===== src/rtl/ic_line_fill.sv =====
// ic_line_fill: instruction-cache line-fill stage.
// Buffers completed 128-bit lines in a 2-entry FIFO, writes each line into
// the icache data array one 32-bit word per accepted cycle, then writes the
// tag, and hands the missed instruction word to the core.
// Optional feature macro: IC_LINE_FILL_CRIT_FIRST_EN
//   defined   : critical-word-first write order, v_crit_inst with first write
//   undefined : word order 0..3, v_crit_inst in the tag-write cycle
module ic_line_fill #(
  parameter int ADDR_W  = 32,
  parameter int INDEX_W = 6
) (
  input  logic                         clk,
  input  logic                         rst,
  input  logic [127:0]                 inst_word_ic,
  input  logic                         v_inst_word,
  input  logic [ADDR_W-1:0]            miss_addr_ic,
  input  logic                         fill_wr_ready,
  output logic                         fill_wr_en,
  output logic [INDEX_W-1:0]           fill_wr_index,
  output logic [1:0]                   fill_wr_word,
  output logic [31:0]                  fill_wr_data,
  output logic                         tag_wr_en,
  output logic [INDEX_W-1:0]           tag_wr_index,
  output logic [ADDR_W-INDEX_W-5:0]    tag_wr_tag,
  output logic [31:0]                  crit_inst,
  output logic                         v_crit_inst,
  output logic                         line_fill_full,
  output logic                         line_fill_ovf
);

  // One buffered line: four words, line address (addr[ADDR_W-1:4]) and the
  // critical word offset (addr[3:2]).
  typedef struct packed {
    logic [3:0][31:0]  line;
    logic [ADDR_W-5:0] addr;
    logic [1:0]        crit;
  } ent_t;

  typedef enum logic [1:0] {IDLE, WRITE, TAG} state_t;

  ent_t       fifo [2];
  ent_t       head;
  ent_t       new_ent;
  logic       wr_ptr, rd_ptr;
  logic [1:0] count, count_nxt;
  logic       push, pop;
  state_t     state, state_nxt;
  logic [1:0] wcnt, wcnt_nxt;

  assign head    = fifo[rd_ptr];
  assign new_ent = '{line: inst_word_ic, addr: miss_addr_ic[ADDR_W-1:4], crit: miss_addr_ic[3:2]};

  // The head leaves in the TAG cycle, so a push into a full FIFO is legal then.
  assign pop  = (state == TAG);
  assign push = v_inst_word && ((count != 2'd2) || pop);

  // Occupancy after this cycle's push/pop; also drives the TAG exit decision.
  always_comb begin
    count_nxt = count;
    case ({push, pop})
      2'b10:   count_nxt = count + 2'd1;
      2'b01:   count_nxt = count - 2'd1;
      default: count_nxt = count;
    endcase
  end

  // FIFO storage, pointers, occupancy and the full/overflow flags. Entries
  // are cleared on reset so the head-driven outputs read zero, not X.
  always_ff @(posedge clk) begin
    if (!rst) begin
      for (int i = 0; i < 2; i++) fifo[i] <= '0;
      wr_ptr         <= 1'b0;
      rd_ptr         <= 1'b0;
      count          <= 2'd0;
      line_fill_full <= 1'b0;
      line_fill_ovf  <= 1'b0;
    end else begin
      if (push) begin
        fifo[wr_ptr] <= new_ent;
        wr_ptr       <= ~wr_ptr;
      end
      if (pop) rd_ptr <= ~rd_ptr;
      count          <= count_nxt;
      line_fill_full <= (count_nxt == 2'd2);
      if (v_inst_word && !push) line_fill_ovf <= 1'b1;
    end
  end

  // FSM state and word counter registers.
  always_ff @(posedge clk) begin
    if (!rst) begin
      state <= IDLE;
      wcnt  <= 2'd0;
    end else begin
      state <= state_nxt;
      wcnt  <= wcnt_nxt;
    end
  end

  // Next-state and strobes: four accepted word writes, then one tag write.
  // A stalled WRITE holds wcnt so word/data stay put until accepted.
  always_comb begin
    state_nxt  = state;
    wcnt_nxt   = wcnt;
    fill_wr_en = 1'b0;
    tag_wr_en  = 1'b0;
    case (state)
      IDLE: begin
        if (count != 2'd0) begin
          state_nxt = WRITE;
          wcnt_nxt  = 2'd0;
        end
      end
      WRITE: begin
        fill_wr_en = fill_wr_ready;
        if (fill_wr_ready) begin
          wcnt_nxt = wcnt + 2'd1;
          if (wcnt == 2'd3) state_nxt = TAG;
        end
      end
      TAG: begin
        tag_wr_en = 1'b1;
        wcnt_nxt  = 2'd0;
        state_nxt = (count_nxt != 2'd0) ? WRITE : IDLE;
      end
      default: state_nxt = IDLE;
    endcase
  end

  // Word selection and critical-word strobe; data/index always come from the
  // head entry so idle outputs are defined.
  always_comb begin
`ifdef IC_LINE_FILL_CRIT_FIRST_EN
    fill_wr_word = head.crit + wcnt;
    v_crit_inst  = (state == WRITE) && fill_wr_ready && (wcnt == 2'd0);
`else
    fill_wr_word = wcnt;
    v_crit_inst  = (state == TAG);
`endif
    fill_wr_data  = head.line[fill_wr_word];
    crit_inst     = head.line[head.crit];
    fill_wr_index = head.addr[INDEX_W-1:0];
    tag_wr_index  = head.addr[INDEX_W-1:0];
    tag_wr_tag    = head.addr[ADDR_W-5:INDEX_W];
  end

endmodule


===== config.mk =====
export PLATFORM = sky130hd
export DESIGN_NAME = ic_line_fill
export DESIGN_NICKNAME = d
export VERILOG_FILES = /design/src/rtl/ic_line_fill.sv
export SDC_FILE = /design/constraint.sdc
export NUM_CORES = 1
export LEC_CHECK = 0
export ABC_AREA = 1
export BUFFER_PORTS_ARGS = -buffer_cell sky130_fd_sc_hd__buf_2
export CAP_MARGIN = 10
export CORE_ASPECT_RATIO = 0.9
export CORE_MARGIN = 5
export CORE_UTILIZATION = 35
export DETAILED_ROUTE_END_ITERATION = 10
export GPL_TIMING_DRIVEN = 0
export PLACE_DENSITY = 0.58
export SLEW_MARGIN = 20
export SYNTH_ARGS = -nofsm -noshare
export SYNTH_HDL_FRONTEND = slang
export SYNTH_SLANG_ARGS = --single-unit

===== constraint.sdc =====
create_clock -name clk -period 7.7 [get_ports clk]
set_clock_uncertainty 0.2 [all_clocks]
set_input_delay 1.54 -clock clk [delete_from_list [all_inputs] [get_ports clk]]
set_output_delay 1.54 -clock clk [all_outputs]
set_load 0.05 [all_outputs]

==> metrics.txt <==
initial core utilization=0.3544; Synth Net Count=1,612; Hold/Removal Path Class=flip-flop to flip-flop; critical path class=flip-flop to output port; final non-filler cell area=19,070 um2; First-pass DRT Iterations=6; Post-layout nets=1,922; Worst-Skew Late Latency=0.54 ns; clock root cell=clkbuf_16; most instantiated library cell after synthesis=nor2_1; CTS tree=yes; H-tree Lvls=2; final non-filler cell total=2,389; Synth async-reset ratio=0; Post-Place Setup Slack=3.259 ns; Rel. slew slack=0.3669; Final min period=4.720 ns; post-CTS sizing=0; GRT overflow=0; post-route setup slack=2.980 ns; Post-CTS Hold Fix Bufs=0; final setup fails=0; Worst Setup Start Kind=flip-flop; Global Route Usage Sum=0.2012; WL final=51,000 um; layout cells sized above 1=0.2377; Yosys top cell by area=edfxtp_1; placed cells=2,318; Power Dens Cells=242.8 nW/um2; EDFF count, synth=316; top post-synthesis cells by count=nor2_1 (454), edfxtp_1 (316), inv_1 (169), o21ai_0 (129), mux2i_1 (128); Die Width=233.2 um; average size of a mapped cell=10.85 um2; GPL Wtd Cong=0.8510; Clock Pin Slew Worst Setup and Hold Paths=0.06 ns; Fillers=4,275; largest net degree at the start of global routing=47; Critical Path RT=5.96 ns; Area Overhead vs Synth=21.46%; DP HPWL=36,500 um; via count=11,899; CTS Buffer Depth=3; synth top area cells=edfxtp_1 (60%), nor2_1 (11%), mux2i_1 (8.2%), o21ai_0 (4.1%), inv_1 (4.0%); CP max FO=10; mapped cell area=15,700 um2; Leak Pwr=8.056 nW; worst setup path startpoint=fill_wr_word[0]; Hold Path Stages=1; Cell variety after synth=31; total CTS buffers=37; WHS=0.2797 ns; # DRC=0; chip height=210.9 um; Port Buffers=265; ANT nets after route=0; # clock sinks=327; Setup TNS=0 ns; Std-Cell Core Area=44,300 um2; # IOs=269; unrepaired setup endpoints after global routing=no; Most used DFF post-synth=edfxtp_1; post-synth top area share=0.6044; status=completed; Slew Viols, Final=0; Tcrit/Tclk final=0.6129; initial antenna violation count=20; max cap viols=0; Worst R2R Start=state[1]; f_max=211.9 MHz; Worst setup EP type=output port; post-CTS setup buffer count=0; Syn. warnings=0; Via density=4.981; Seq cells post-synth=327; vias in the first global route=12,014; maximum VDD drop=0.1810 mV; Placed Area=17,950 um2; power consumption=4.629 mW; final hold viol count=0; register area share after synthesis=0.6185; First DRT Iteration DRCs=1,190; Worst-Margin Slew=0.9496 ns; Site Rows=73; worst reg-to-reg path cell count=10; first-pass GRT wire length=73,910 um; crit path DAT=2.98 ns; final core occ=0.4304; Cells after Synth=1,447; Hold Path Origin=line_fill_ovf; WL/cell=21.35 um; total die area=49,200 um2
-- state kept, by name, indices dropped and copies added, names as in the netlist, named ones only --
signal	flops
state	2
wr_ptr	1
line_fill_full	1
fill_wr_word	2
rd_ptr	1
fifo	316
line_fill_ovf	1
count	2
-- path summary, 6_finish.rpt --
check / to / slack, ns
hold reg to reg: line_fill_ovf / 0.28
hold / removal: line_fill_ovf / 0.28
setup / recovery: fill_wr_data[17] / 2.98
setup reg to reg: fifo[0][23] / 4.48
-- cell usage in the layout (no fill, tap or decap), types with 28 or more instances in the layout --
master / n
o22a_1: 64
buf_2: 282
edfxtp_1: 316
clkbuf_1: 42
clkbuf_16: 37
o21ai_0: 129
mux2_2: 28
buf_4: 40
nor2_1: 454
mux2i_1: 128
inv_1: 169
-- per-layer routing --
metal / global-route usage / share of wire / up-vias
li1: - / - / 5505
met1: 0.2620 / 0.40 / 5668
met2: 0.3187 / 0.46 / 546
met3: 0.06398 / 0.099 / 150
met4: 0.07006 / 0.037 / 30
met5: 0 / 0.0042 / -
-- critical path: stages, from the launching register on --
cell and delay [ns]:
dfxtp_1 0.51, clkbuf_1 0.56, clkbuf_1 0.68, nor2_1 0.13, o22a_1 0.31, buf_2 0.24
-- power by group --
| part | switching (mW) | internal (mW) | total, mW | leakage (nW) |
|---|---|---|---|---|
| sequential | 0.0324 | 2.09 | 2.12 | 3.40 |
| clock | 0.715 | 0.953 | 1.67 | 0.530 |
| combinational | 0.625 | 0.215 | 0.840 | 4.13 |
-- logic make-up after synthesis --
| group | share of synthesized area |
|---|---|
| and+or+nand+nor | 0.1184 |
| muxes | 0.1017 |
| DFF | 0.6185 |
| AOI/OAI and AO/OA | 0.08034 |
| adders and majority gates | 0.0007969 |
| xor gates and xnor gates | 0.0005580 |
| buffers and inverters | 0.07978 |
-- area by class of cell --
class,count,area (um2),share of cell area
inverter,174,653.1,0.03425
clock buffer,48,967.2,0.05072
buffer,99,599.3,0.03143
timing repair buffer,271,1484,0.07782
sequential,327,9709,0.5092
clock inverter,18,140.1,0.007349
antenna,5,12.51,0.0006562
multi-input combinational,847,4752,0.2492
tap,600,750.7,0.03937
Power figures use the tool's default switching activity.
